--- src/rtl/ov7670_stream_gen.sv ---
// ---------------------------------------------------------------------------
// ov7670_stream_gen
//
// Emulates the camera side of an OV7670 pixel bus so the capture -> core ->
// VGA chain can be brought up without a physical sensor. Frames are RGB565,
// sent as two bytes per pixel (high byte first), with VSYNC/HREF framing.
// Everything runs in the clk25 domain. The emulated PCLK is clk25/2.
//
// Ports:
//   clk25        in   system clock (25 MHz)
//   rst_n        in   asynchronous active-low reset
//   enable       in   frame request, only looked at on frame boundaries
//   pattern_sel  in   0 colour bars, 1 gradient, 2 x+y counter, 3 solid
//   solid_color  in   RGB565 colour used by pattern 3
//   cam_pclk     out  emulated pixel clock, free-running after reset
//   cam_vsync    out  frame sync, active high
//   cam_href     out  line valid, active high
//   cam_d        out  pixel byte (0x00 whenever HREF is low)
//   frame_start  out  one clk25 pulse on the edge where VSYNC rises
//   busy         out  high from VSYNC rise until the end of the front porch
//   frame_count  out  number of completed frames, wraps at 0xFFFF
// ---------------------------------------------------------------------------
module ov7670_stream_gen #(
  parameter int H_ACTIVE    = 640,
  parameter int H_BLANK     = 144,
  parameter int V_ACTIVE    = 480,
  parameter int VSYNC_LINES = 3,
  parameter int VBP_LINES   = 17,
  parameter int VFP_LINES   = 10
) (
  input  logic        clk25,
  input  logic        rst_n,
  input  logic        enable,
  input  logic [1:0]  pattern_sel,
  input  logic [15:0] solid_color,
  output logic        cam_pclk,
  output logic        cam_vsync,
  output logic        cam_href,
  output logic [7:0]  cam_d,
  output logic        frame_start,
  output logic        busy,
  output logic [15:0] frame_count
);

  localparam int LINE_SLOTS = 2 * (H_ACTIVE + H_BLANK);
  localparam int HW         = $clog2(LINE_SLOTS);
  localparam int XW         = $clog2(H_ACTIVE);
  localparam int LW         = $clog2(V_ACTIVE + VSYNC_LINES + VBP_LINES + VFP_LINES + 1);
  localparam int BAR_W      = H_ACTIVE / 8;

  localparam logic [HW-1:0] H_LAST    = HW'(LINE_SLOTS - 1);
  localparam logic [HW:0]   HREF_END  = (HW + 1)'(2 * H_ACTIVE);
  localparam logic [LW-1:0] VS_LAST   = LW'(VSYNC_LINES - 1);
  localparam logic [LW-1:0] VBP_LAST  = LW'(VBP_LINES - 1);
  localparam logic [LW-1:0] VA_LAST   = LW'(V_ACTIVE - 1);
  localparam logic [LW-1:0] VFP_LAST  = LW'(VFP_LINES - 1);

  typedef enum logic [2:0] {
    IDLE,
    VSYNC,
    VBP,
    ACTIVE,
    VFP
  } state_e;

  state_e        state_q, state_d;
  logic          pclk_q;
  logic [HW-1:0] hcnt_q, hcnt_d;
  logic [LW-1:0] lcnt_q, lcnt_d;
  logic [15:0]   line_base_q, line_base_d;
  logic [1:0]    pat_q, pat_d;
  logic [15:0]   solid_q, solid_d;
  logic [15:0]   fcount_q, fcount_d;
  logic          vsync_q, vsync_d;
  logic          href_q, href_d;
  logic [7:0]    data_q, data_d;
  logic          busy_q, busy_d;
  logic          fstart_q;
  logic          start_frame;
  logic          line_end;
  logic          slot;

  logic [XW-1:0] pix_x;
  logic [2:0]    bar;
  logic [4:0]    grad;
  logic [15:0]   pixel;

  // A slot is the clk25 edge on which PCLK falls, i.e. whenever PCLK is
  // currently high. Every registered output except PCLK itself (and the
  // one-cycle frame_start pulse) only moves on slots.
  assign slot     = pclk_q;
  assign line_end = (hcnt_q == H_LAST);

  // Next-state logic: frame sequencing, slot/line counters and the per-frame
  // shadow registers. start_frame covers both the IDLE launch and the
  // back-to-back launch at the end of the front porch.
  always_comb begin
    state_d     = state_q;
    hcnt_d      = hcnt_q;
    lcnt_d      = lcnt_q;
    line_base_d = line_base_q;
    pat_d       = pat_q;
    solid_d     = solid_q;
    fcount_d    = fcount_q;
    start_frame = 1'b0;

    if (state_q != IDLE) begin
      hcnt_d = line_end ? '0 : hcnt_q + 1'b1;
    end

    case (state_q)
      IDLE: begin
        if (enable) begin
          start_frame = 1'b1;
        end
      end
      VSYNC: begin
        if (line_end) begin
          if (lcnt_q == VS_LAST) begin
            state_d = VBP;
            lcnt_d  = '0;
          end else begin
            lcnt_d = lcnt_q + 1'b1;
          end
        end
      end
      VBP: begin
        if (line_end) begin
          if (lcnt_q == VBP_LAST) begin
            state_d     = ACTIVE;
            lcnt_d      = '0;
            line_base_d = '0;
          end else begin
            lcnt_d = lcnt_q + 1'b1;
          end
        end
      end
      ACTIVE: begin
        if (line_end) begin
          // Running y*H_ACTIVE so the counter pattern needs no multiplier.
          line_base_d = line_base_q + 16'(H_ACTIVE);
          if (lcnt_q == VA_LAST) begin
            state_d = VFP;
            lcnt_d  = '0;
          end else begin
            lcnt_d = lcnt_q + 1'b1;
          end
        end
      end
      VFP: begin
        if (line_end) begin
          if (lcnt_q == VFP_LAST) begin
            fcount_d = fcount_q + 16'd1;
            lcnt_d   = '0;
            if (enable) begin
              start_frame = 1'b1;
            end else begin
              state_d = IDLE;
            end
          end else begin
            lcnt_d = lcnt_q + 1'b1;
          end
        end
      end
      default: begin
        state_d = IDLE;
      end
    endcase

    if (start_frame) begin
      state_d = VSYNC;
      hcnt_d  = '0;
      lcnt_d  = '0;
      pat_d   = pattern_sel;
      solid_d = solid_color;
    end
  end

  // Pixel generator. It works from the next-slot position so the byte is
  // registered together with HREF on the same slot.
  always_comb begin
    pix_x = hcnt_d[XW:1];
    bar   = 3'(int'(pix_x) / BAR_W);
    grad  = 5'((int'(pix_x) * 32) / H_ACTIVE);
    pixel = 16'h0000;
    case (pat_q)
      2'd0: begin
        case (bar)
          3'd0:    pixel = 16'hFFFF;
          3'd1:    pixel = 16'hFFE0;
          3'd2:    pixel = 16'h07FF;
          3'd3:    pixel = 16'h07E0;
          3'd4:    pixel = 16'hF81F;
          3'd5:    pixel = 16'hF800;
          3'd6:    pixel = 16'h001F;
          default: pixel = 16'h0000;
        endcase
      end
      2'd1:    pixel = {grad, grad, 1'b0, grad};
      2'd2:    pixel = line_base_d + 16'(pix_x);
      default: pixel = solid_q;
    endcase
  end

  // Output decode from the next state, so outputs are registered and aligned
  // with the state they describe.
  always_comb begin
    vsync_d = (state_d == VSYNC);
    href_d  = (state_d == ACTIVE) && ({1'b0, hcnt_d} < HREF_END);
    busy_d  = (state_d != IDLE);
    data_d  = 8'h00;
    if (href_d) begin
      data_d = hcnt_d[0] ? pixel[7:0] : pixel[15:8];
    end
  end

  // PCLK toggles every cycle; everything else is committed on slots only.
  // frame_start is cleared on every edge so it is exactly one clk25 wide.
  always_ff @(posedge clk25 or negedge rst_n) begin
    if (!rst_n) begin
      pclk_q      <= 1'b0;
      state_q     <= IDLE;
      hcnt_q      <= '0;
      lcnt_q      <= '0;
      line_base_q <= '0;
      pat_q       <= '0;
      solid_q     <= '0;
      fcount_q    <= '0;
      vsync_q     <= 1'b0;
      href_q      <= 1'b0;
      data_q      <= 8'h00;
      busy_q      <= 1'b0;
      fstart_q    <= 1'b0;
    end else begin
      pclk_q   <= ~pclk_q;
      fstart_q <= 1'b0;
      if (slot) begin
        state_q     <= state_d;
        hcnt_q      <= hcnt_d;
        lcnt_q      <= lcnt_d;
        line_base_q <= line_base_d;
        pat_q       <= pat_d;
        solid_q     <= solid_d;
        fcount_q    <= fcount_d;
        vsync_q     <= vsync_d;
        href_q      <= href_d;
        data_q      <= data_d;
        busy_q      <= busy_d;
        fstart_q    <= start_frame;
      end
    end
  end

  assign cam_pclk    = pclk_q;
  assign cam_vsync   = vsync_q;
  assign cam_href    = href_q;
  assign cam_d       = data_q;
  assign frame_start = fstart_q;
  assign busy        = busy_q;
  assign frame_count = fcount_q;

endmodule
--- config.mk ---
export PLATFORM = sky130hd
export DESIGN_NAME = ov7670_stream_gen
export DESIGN_NICKNAME = d
export VERILOG_FILES = /design/src/rtl/ov7670_stream_gen.sv
export SDC_FILE = /design/constraint.sdc
export NUM_CORES = 1
export LEC_CHECK = 0
export CORE_MARGIN = 1
export CORE_UTILIZATION = 48
export CTS_CLUSTER_SIZE = 24
export DETAILED_ROUTE_END_ITERATION = 10
export PLACE_DENSITY = 0.7
export SLEW_MARGIN = 40
export SYNTH_ARGS = -nofsm -noshare
export SYNTH_HDL_FRONTEND = slang
export SYNTH_SLANG_ARGS = --single-unit
--- constraint.sdc ---
create_clock -name clk25 -period 4.3 [get_ports clk25]
set_input_delay 0.43 -clock clk25 [delete_from_list [all_inputs] [get_ports clk25]]
set_output_delay 0.43 -clock clk25 [all_outputs]
set_load 0.02 [all_outputs]
==> results of run 1 <==
[power by group]
| group | internal [W] | leakage (nW) | switching (W) |
|---|---|---|---|
| Clock | 0.000456 | 0.147 | 0.000348 |
| Sequential | 0.000809 | 1.16 | 0 |
| Combinational | 0.0000173 | 2.20 | 0.0000186 |
| Total | 0.00128 | 3.51 | 0.000367 |
[metal layers]
| layer | track usage | up-vias | share of wire |
|---|---|---|---|
| met1 | 0.359 | 2967 | 0.44 |
| li1 | - | 2849 | - |
| met4 | 0.115 | 0 | 0.025 |
| met5 | 0 | - | 0 |
| met3 | 0.0499 | 41 | 0.051 |
| met2 | 0.472 | 185 | 0.49 |
[registers in the layout, indices dropped and copies added (netlist names)]
name and cells:
busy 1, cam_d 8, cam_href 1, cam_pclk 1, cam_vsync 1, frame_count 16, frame_start 1, hcnt_q 11
lcnt_q 9, line_base_q 16, pat_q 2, solid_q 16, state_q 3
[placed cells by master, fill, tap and decap left out, types with 14 or more instances in the layout]
cell	n
buf_4	90
dfrtp_1	83
nand2_1	62
nor2_1	57
clkdlybuf4s50_1	48
o21ai_0	43
mux2_2	34
xnor2_1	28
a21oi_1	28
nand3_1	26
inv_1	19
xor2_1	17
ha_1	14
[worst max-delay path by stage]
stage	slack, ps	cells after the start	to
after floorplan	8	18	cam_d[0]$_DFFE_PN0P_
after global placement	-350	17	cam_d[7]$_DFFE_PN0P_
after detailed placement	-420	20	cam_d[6]$_DFFE_PN0P_
after CTS	-30	18	cam_d[2]$_DFFE_PN0P_
after global routing	-280	18	cam_d[2]$_DFFE_PN0P_
final	-110	18	cam_d[7]$_DFFE_PN0P_
[critical path, cell delays in order, from the launching register on]
cell and delay (ps):
dfrtp_2 440, buf_6 130, or4b_4 510, nor4_4 160, or2_1 210, a21oi_2 60, ha_4 230, nor2b_4 140
nand2b_1 60, mux2i_1 160, nor3_2 100, a21oi_2 220, mux2i_4 360, nor3_1 90, a221o_1 310, a211o_1 320
mux4_2 510, o21ai_4 170, o2bb2ai_2 90
[cell type report]
cell class	instances	area share
inverter	24	0.0110
clock buffer	9	0.0275
multi-input combinational	561	0.515
sequential	86	0.263
timing repair buffer	142	0.147
tap	172	0.0263
clock inverter	7	0.00948
[stage by stage]
stage / instance area [um^2] / instances / TNS [ps] / power, W / setup WS, ps
finish: 8180 / 1001 / -353 / 0.00165 / -114
global route: 8180 / 1001 / -1170 / 0.00170 / -284
CTS: 7980 / 994 / -27.3 / 0.00166 / -27.3
detailed placement: 7610 / 977 / -2370 / 0.000861 / -421
global placement: 7610 / 977 / -1570 / 0.000860 / -350
floorplan: 6430 / 705 / 0 / 0.000825 / 7.55
[cell families after synthesis]
group / share of synthesized area
simple gates: 0.236
compound gates: 0.206
mux: 0.0770
buf+inv: 0.0386
xor+xnor: 0.0671
fa+ha+maj: 0.0366
flops: 0.339
[what timing repair did]
item                       CTS  global route
setup endpoints to repair    5             8
hold buffers                 0             0
buffers inserted             1             7
pin swaps                    5            15
resized for setup           13            29
==> results.sh, run 1 <==
export IMPL_status="finished, violations left"
export IMPL_violations="negative setup slack"
export IMPL_timing_rr_end="cam_d[7]$_DFFE_PN0P_"
export IMPL_drive_gt1_frac=0.264
export IMPL_fin_skew_ps=7.73
export IMPL_synth_cells=705
export IMPL_layout_setup_ws_ps=-114
export IMPL_viasPerCell=6.04
export IMPL_coreArea_mm2=0.0128
export IMPL_routabilityCongestion=0.902
export IMPL_worstPathRequired_ps=4530
export IMPL_synth_common_cells="dfrtp_1 (86), nand2_1 (62), nor2_1 (57)"
export IMPL_synth_main_ff_cell="dfrtp_1"
export IMPL_hp_class="primary input to async pin"
export IMPL_grt_pass1_vias=5923
export IMPL_diodes=0
export IMPL_netlist_area_leader_share=0.339
export IMPL_syn_area_mm2=0.00636
export IMPL_relSlewSlack=0.470
export IMPL_fin_nets=863
export IMPL_initial_utilization=0.498
export IMPL_avgRoutedWirePerCell_um=18.4
export IMPL_hold_viol_final=0
export IMPL_synth_most_common_cell="dfrtp_1"
export IMPL_hold_slack_ps=35.2
export IMPL_die_y_um=117
export IMPL_max_freq_ghz=0.227
export IMPL_dr_pass1_iters=6
export IMPL_leakage_nw=3.51
export IMPL_drv_slew=0
export IMPL_avgSynthCellArea_um2=9.02
export IMPL_ant_nets=0
export IMPL_drtIter0Drc=549
export IMPL_critPathMaxFanout=4
export IMPL_async_reset_ff_frac=1.00
export IMPL_route_detailed_drc=0
export IMPL_ys_ff_latch=86
export IMPL_post_route_util=0.641
export IMPL_synth_net_count=744
export IMPL_synth_warnings=0
export IMPL_synth_edff_count=0
export IMPL_yosysSeqAreaShare=0.339
export IMPL_period_needed_ps=4410
export IMPL_endpoint_kind="flop"
export IMPL_num_rows=41
export IMPL_worstMarginPinSlew_ps=787
export IMPL_htree_levels=3
export IMPL_grt_overflow_total=0
export IMPL_ctsLongestPathBuffers=2
export IMPL_finalSetupViolCount=5
export IMPL_antenna_found_initial=0
export IMPL_synth_top_cell_by_area="dfrtp_1"
export IMPL_synth_cell_type_count=91
export IMPL_multi_input_area_mm2=0.00422
export IMPL_ctsRootBufferMaster="clkbuf_16"
export IMPL_r2r_start="hcnt_q[5]$_DFFE_PN0P_"
export IMPL_dieArea_mm2=0.0137
export IMPL_grt_pass1_wl_mm=29.3
export IMPL_dpl_hpwl_mm=13.8
export IMPL_reg2regPathDepth=18
export IMPL_clk_pin_slew_ps=70
export IMPL_grt_max_degree=58
export IMPL_peakVddDrop_v=0.000220
export IMPL_grt_usage=0.281
export IMPL_drv_cap=0
export IMPL_tritoncts="built"
export IMPL_insertion_delay_ps=350
export IMPL_cts_buffers=9
export IMPL_crit_path_start="hcnt_q[5]$_DFFE_PN0P_"
export IMPL_rsz0062_at_grt="true"
export IMPL_path_class="flop to flop"
export IMPL_synthTopCellsByArea="dfrtp_1 (34%), mux2_2 (6.0%), xnor2_1 (3.9%), nand2_1 (3.7%), o21ai_0 (3.5%)"
export IMPL_cts_sinks=86
export IMPL_cp_data_arrival_time_ps=4650
export IMPL_ff2ff_setup_slack_ps=-110
export IMPL_fillers=1079
export IMPL_seqCellArea_mm2=0.00216
export IMPL_period_share=1.03
export IMPL_port_buffers=49
export IMPL_boundaryPins=50
export IMPL_powerDensity_mw_per_mm2=202
export IMPL_via_count=6042
export IMPL_routed_wl_mm=18.4
export IMPL_syn_to_final_growth_pct=28.7
export IMPL_die_width_um=117
export IMPL_start_kind="flop"
No activity file was read; power rests on OpenSTA's default activity.
==> inputs of run 2 (changes only) <==
--- a/config.mk
+++ b/config.mk
@@ -10,6 +10,7 @@
 export CTS_CLUSTER_SIZE = 24
 export DETAILED_ROUTE_END_ITERATION = 10
 export PLACE_DENSITY = 0.7
+export RECOVER_POWER = 100
 export SLEW_MARGIN = 40
 export SYNTH_ARGS = -nofsm -noshare
 export SYNTH_HDL_FRONTEND = slang
==> results.sh, run 2 (synthesis gave the netlist of run 1 again) <==
export IMPL_status="finished, violations left"
export IMPL_violations="max-capacitance violations, max-slew violations, negative setup slack"
export IMPL_routed_wl_mm=18.4
export IMPL_layout_commonest_cell="buf_4"
export IMPL_drv_cap=1
export IMPL_ant_nets=0
export IMPL_route_detailed_drc=0
export IMPL_finalSetupViolCount=5
export IMPL_grt_usage=0.281
export IMPL_fin_skew_ps=7.45
export IMPL_grt_max_degree=58
export IMPL_grt_pass1_wl_mm=29.3
export IMPL_fin_nets=863
export IMPL_ctsRootBufferMaster="clkbuf_16"
export IMPL_insertion_delay_ps=350
export IMPL_reg2regPathDepth=18
export IMPL_multi_input_area_mm2=0.00421
export IMPL_critPathTopFamily="simple AND/OR/NAND/NOR gates"
export IMPL_viasPerCell=6.02
export IMPL_critPathMaxFanout=4
export IMPL_cts_sinks=86
export IMPL_tritoncts="built"
export IMPL_start_kind="flop"
export IMPL_powerDensity_mw_per_mm2=202
export IMPL_fillers=1081
export IMPL_cts_buffers=9
export IMPL_syn_to_final_growth_pct=28.4
export IMPL_avgRoutedWirePerCell_um=18.3
export IMPL_hp_class="flop to flop"
export IMPL_boundaryPins=50
export IMPL_drtIter0Drc=576
export IMPL_total_power_w=0.00165
export IMPL_place_ws_ps=-421
export IMPL_clk_pin_slew_ps=70
export IMPL_period_needed_ps=4400
export IMPL_initial_utilization=0.498
export IMPL_critPathBufInv=1
export IMPL_htree_levels=3
export IMPL_cp_data_arrival_time_ps=4640
export IMPL_peakVddDrop_v=0.000219
export IMPL_coreArea_mm2=0.0128
export IMPL_diodes=0
export IMPL_hold_viol_final=0
export IMPL_ctsLongestPathBuffers=2
export IMPL_max_freq_ghz=0.227
export IMPL_dpl_hpwl_mm=13.8
export IMPL_cp_slowest_cell="or4b_4"
export IMPL_seqCellArea_mm2=0.00216
export IMPL_die_width_um=117
export IMPL_via_count=6025
export IMPL_num_rows=41
export IMPL_instances_no_fill=1001
export IMPL_worstSetupPathDepth=18
export IMPL_relSlewSlack=-1.08
export IMPL_dr_pass1_iters=5
export IMPL_dieArea_mm2=0.0137
export IMPL_port_buffers=49
export IMPL_path_class="flop to flop"
export IMPL_critical_path_max_stage_delay_ps=510
export IMPL_drive_gt1_frac=0.259
export IMPL_endpoint_kind="flop"
export IMPL_worstMarginPinSlew_ps=3130
export IMPL_leakage_nw=3.58
export IMPL_layout_setup_ws_ps=-104
export IMPL_antenna_found_initial=0
export IMPL_die_y_um=117
export IMPL_post_route_util=0.639
export IMPL_dp_cells=977
export IMPL_worstPathRequired_ps=4530
export IMPL_routabilityCongestion=0.902
export IMPL_mostFrequentLayoutCells="buf_4 (86), dfrtp_1 (83), nand2_1 (62)"
export IMPL_rsz0062_at_grt="true"
export IMPL_period_share=1.02
export IMPL_cpMostUsedCell="a21oi_2"
export IMPL_cp_cell_sequence="buf_6, or4b_4, nor4_4, or2_1, a21oi_2, ha_4, nor2b_4, nand2b_1, mux2i_1, nor3_2, a21oi_2, mux2i_4, nor3_1, a221o_1, a211o_1, mux4_2, o21ai_4, o2bb2ai_2"
export IMPL_hold_depth=1
export IMPL_grt_pass1_vias=5923
export IMPL_grt_overflow_total=0
export IMPL_drv_slew=58
## run 2: changes by cell type in the layout (fill, tap and decap cells not counted), moves of 2 or more
cell,previous run,this run
and2_0,1,3
and2_1,12,10
clkdlybuf4s50_1,48,20
clkbuf_1,0,3
buf_4,90,86
dlygate4sd3_1,0,28
## run 2: cell type report
class	count	share of cell area
Clock buffer	9	0.0276
Clock inverter	7	0.00951
Multi-Input combinational cell	561	0.516
Tap cell	172	0.0264
Inverter	24	0.0110
Timing Repair Buffer	142	0.145
Sequential cell	86	0.264
## run 2: path summary, 6_finish.rpt
kind | from | end | slack (ps)
min in group asynchronous | rst_n | lcnt_q[0]$_DFFE_PN0P_ | 1100
max reg2reg | hcnt_q[5]$_DFFE_PN0P_ | cam_d[7]$_DFFE_PN0P_ | -100
min | line_base_q[2]$_DFFE_PN0P_ | line_base_q[2]$_DFFE_PN0P_ | 480
max | hcnt_q[5]$_DFFE_PN0P_ | cam_d[7]$_DFFE_PN0P_ | -100
min reg2reg | line_base_q[2]$_DFFE_PN0P_ | line_base_q[2]$_DFFE_PN0P_ | 480
max in group asynchronous | rst_n | pat_q[1]$_DFFE_PN0P_ | 1090
## run 2: metal layers
layer / track usage / share of wire
met4: 0.115 / 0.022
met5: 0 / 0
met2: 0.472 / 0.49
met1: 0.359 / 0.43
met3: 0.0499 / 0.054
## run 2: through the flow
stage	area (um^2)	setup TNS (ps)	hold WS, ps
finish	8160	-354	478
global route	8160	-1170	501
CTS	7980	-27.3	168
detailed placement	7610	-2370	464
global placement	7610	-1570	460
floorplan	6430	0	134
## run 2: report_power, final
group,switching [W],internal [W]
Clock,0.000349,0.000456
Combinational,0.0000184,0.0000163
Sequential,0,0.000809
## run 2: timing repair
item                       4_1_cts  5_1_grt
setup buffers                    1        7
setup endpoints to repair        5        8
pin swaps                        5       15
resized for setup               13       29
hold buffers                     0        0
## run 2: worst reg2reg max path, delay by kind of cell, from the launching register on
family	cells	cell delay, ps
fa+ha+maj	1	230
flops	1	440
compound gates	6	1180
buf+inv	1	130
mux	3	1030
simple gates	7	1280
==> inputs of run 3 (changes only) <==
--- a/config.mk
+++ b/config.mk
@@ -5,13 +5,15 @@
 export SDC_FILE = /design/constraint.sdc
 export NUM_CORES = 1
 export LEC_CHECK = 0
+export ABC_AREA = 1
 export CORE_MARGIN = 1
 export CORE_UTILIZATION = 48
 export CTS_CLUSTER_SIZE = 24
 export DETAILED_ROUTE_END_ITERATION = 10
-export PLACE_DENSITY = 0.7
+export GPL_ROUTABILITY_DRIVEN = 0
+export PLACE_DENSITY = 0.71
 export RECOVER_POWER = 100
-export SLEW_MARGIN = 40
+export SLEW_MARGIN = 20
 export SYNTH_ARGS = -nofsm -noshare
 export SYNTH_HDL_FRONTEND = slang
 export SYNTH_SLANG_ARGS = --single-unit
==> results.sh, run 3 <==
export IMPL_synth_top_family_by_area="simple AND/OR/NAND/NOR gates"
export IMPL_viasPerCell=5.24
export IMPL_period_share=1.01
export IMPL_yosysSeqAreaShare=0.351
export IMPL_avgRoutedWirePerCell_um=13.8
export IMPL_hold_path_end="cam_d[5]$_DFFE_PN0P_"
export IMPL_drtIter0Drc=523
export IMPL_syn_to_final_growth_pct=27.9
export IMPL_route_detailed_drc=0
export IMPL_grt_pass1_vias=5404
export IMPL_holdBufCountCts=0
export IMPL_layout_commonest_cell="nand2_1"
export IMPL_synth_net_count=904
export IMPL_fin_skew_ps=10.1
export IMPL_antenna_found_initial=0
export IMPL_synthTopCellsByArea="dfrtp_1 (35%), nand2_1 (15%), inv_1 (6.1%), nor2_1 (5.3%), nand3_1 (4.7%)"
export IMPL_r2r_start="lcnt_q[1]$_DFFE_PN0P_"
export IMPL_hold_path_startpoint="cam_d[5]$_DFFE_PN0P_"
export IMPL_synth_common_cells="nand2_1 (242), inv_1 (99), dfrtp_1 (86), nor2_1 (86), nand3_1 (58)"
export IMPL_ff2ff_setup_slack_ps=-50
export IMPL_layout_setup_ws_ps=-54.6
export IMPL_p_seq_frac=0.389
export IMPL_worstPathRequired_ps=4540
export IMPL_path_class="flop to flop"
export IMPL_status="finished, violations left"
export IMPL_via_count=6051
export IMPL_ctsLongestPathBuffers=2
export IMPL_drv_slew=61
export IMPL_synth_warnings=0
export IMPL_syn_area_mm2=0.00613
export IMPL_critical_path_max_stage_delay_ps=390
export IMPL_rsz0062_at_grt="true"
export IMPL_synth_most_common_cell="nand2_1"
export IMPL_grt_pass1_wl_mm=25.9
export IMPL_routed_wl_mm=16.0
export IMPL_timing_rr_end="cam_d[7]$_DFFE_PN0P_"
export IMPL_dr_pass1_iters=5
export IMPL_finalSetupViolCount=5
export IMPL_clk_pin_slew_ps=70
export IMPL_start_kind="flop"
export IMPL_violations="max-capacitance violations, max-slew violations, negative setup slack"
export IMPL_hold_viol_final=0
export IMPL_synth_simple_area_share=0.385
export IMPL_die_y_um=115
export IMPL_pwr_share_clk=0.319
export IMPL_insertion_delay_ps=350
export IMPL_powerDensity_mw_per_mm2=332
export IMPL_avgSynthCellArea_um2=7.08
export IMPL_die_width_um=115
export IMPL_post_route_util=0.642
export IMPL_synth_compound_area_frac=0.116
export IMPL_cp_slowest_cell="dfrtp_1"
export IMPL_synthXorXnorAreaFrac=0.0314
export IMPL_tritoncts="built"
export IMPL_dpl_hpwl_mm=11.5
export IMPL_endpoint_kind="flop"
export IMPL_critPathMaxFanout=8
export IMPL_synth_main_ff_cell="dfrtp_1"
export IMPL_leakage_nw=3.94
export IMPL_worstMarginPinSlew_ps=3200
export IMPL_fin_nets=1020
export IMPL_max_freq_ghz=0.230
export IMPL_mostFrequentLayoutCells="nand2_1 (227), inv_1 (95), dfrtp_1 (80)"
export IMPL_ant_nets=0
export IMPL_p_sw_frac=0.356
export IMPL_hold_depth=2
export IMPL_drive_gt1_frac=0.204
export IMPL_synth_cell_type_count=52
export IMPL_peakVddDrop_v=0.000243
export IMPL_coreArea_mm2=0.0122
export IMPL_drv_cap=1
export IMPL_grt_overflow_total=0
export IMPL_p_sw_w=0.000925
export IMPL_synth_edff_count=0
export IMPL_netlist_area_leader_share=0.351
export IMPL_grt_max_degree=61
export IMPL_power_internal_w=0.00168
export IMPL_port_buffers=49
export IMPL_synth_cells=865
export IMPL_boundaryPins=50
export IMPL_ctsRootBufferMaster="clkbuf_16"
export IMPL_num_rows=40
export IMPL_period_needed_ps=4350
export IMPL_async_reset_ff_frac=1.00
export IMPL_comb_power_share=0.292
export IMPL_synth_top_cell_by_area="dfrtp_1"
export IMPL_cts_sinks=86
export IMPL_ys_ff_latch=86
export IMPL_hp_class="flop to flop"
export IMPL_cp_data_arrival_time_ps=4590
export IMPL_initial_utilization=0.502
export IMPL_diodes=0
export IMPL_relSlewSlack=-1.13
export IMPL_hold_slack_ps=472
export IMPL_dieArea_mm2=0.0132
export IMPL_htree_levels=3
export IMPL_reg2regPathDepth=35
export IMPL_muxShareOfSynthArea=0
export IMPL_grt_usage=0.250
export IMPL_synthAdderAreaFrac=0.0380
export IMPL_cts_buffers=9
## run 3: cell types whose count changed after synthesis, moves of 10 or more
cell / before / now
and2_1: 13 / 1
and3_1: 10 / 0
clkbuf_1: 23 / 11
inv_1: 21 / 99
mux2_2: 34 / 0
nand2_1: 62 / 242
nand2_2: 1 / 12
nand2b_1: 11 / 0
nand3_1: 28 / 58
nand4_1: 12 / 25
nor2_1: 57 / 86
xnor2_1: 28 / 6
## run 3: kinds of logic (layout without fill, tap and decap cells)
logic type,count (synthesis),in the layout
AND/OR/NAND/NOR,490,490
buffers and inverters,128,249
AO/OA/AOI/OAI,121,121
flip-flops,86,86
XOR/XNOR,22,22
adder cells (fa/ha/maj),18,18
## run 3: stage by stage
| step | power [W] | TNS (ps) | std cells | area [um^2] | worst slack (ps) |
|---|---|---|---|---|---|
| 6_report | 0.00260 | -187 | 1154 | 7840 | -54.6 |
| 5_1_grt | 0.00275 | -2420 | 1154 | 7840 | -417 |
| 3_3_place_gp | 0.00167 | 0 | 1109 | 7080 | 19.3 |
| 3_5_place_dp | 0.00167 | -343 | 1109 | 7080 | -115 |
| 2_1_floorplan | 0.00145 | 0 | 865 | 6130 | 245 |
| 4_1_cts | 0.00252 | 0 | 1130 | 7470 | 7.42 |
## run 3: power by group through the flow
stage          registers, W  clock network [W]  logic [W]
2_1_floorplan      0.000977                  0   0.000469
3_3_place_gp        0.00101                  0   0.000663
3_5_place_dp        0.00101                  0   0.000667
4_1_cts            0.000998           0.000838   0.000684
5_1_grt             0.00102           0.000875   0.000858
6_report            0.00101           0.000828   0.000760
## run 3: what timing repair did
item,4_1_cts,5_1_grt
endpoints found under the setup margin,3,8
pin swaps,5,42
buffers inserted,5,24
resized for setup,12,57
gates cloned,0,0
## run 3: metal layers
layer  share of wire  GRT usage
met5               0          0
met4           0.015     0.0736
met3           0.050     0.0364
met2            0.46      0.404
met1            0.47      0.348
## run 3: cell type report
type	count	area (um^2)
Fill cell	1100	4370
Tap cell	168	210
Inverter	113	428
Sequential cell	86	2160
Clock inverter	7	88.8
Clock buffer	9	225
Timing Repair Buffer	120	1030
Multi-Input combinational cell	651	3700
## run 3: worst max-delay path by stage
stage / slack [ps] / startpoint / end
global route: -420 / hcnt_q[1]$_DFFE_PN0P_ / cam_d[3]$_DFFE_PN0P_
finish: -50 / lcnt_q[1]$_DFFE_PN0P_ / cam_d[7]$_DFFE_PN0P_
CTS: 7 / lcnt_q[1]$_DFFE_PN0P_ / cam_d[3]$_DFFE_PN0P_
global placement: 20 / enable / cam_d[0]$_DFFE_PN0P_
floorplan: 240 / hcnt_q[0]$_DFFE_PN0P_ / cam_d[5]$_DFFE_PN0P_
detailed placement: -110 / enable / cam_d[0]$_DFFE_PN0P_
## run 3: worst max-delay path, delay by kind of cell, from the launching register on
kind	cells	cell delay [ps]
AOI/OAI and AO/OA	3	560
DFF	1	390
adders and majority gates	2	430
and+or+nand+nor	25	2380
buffers and inverters	5	460
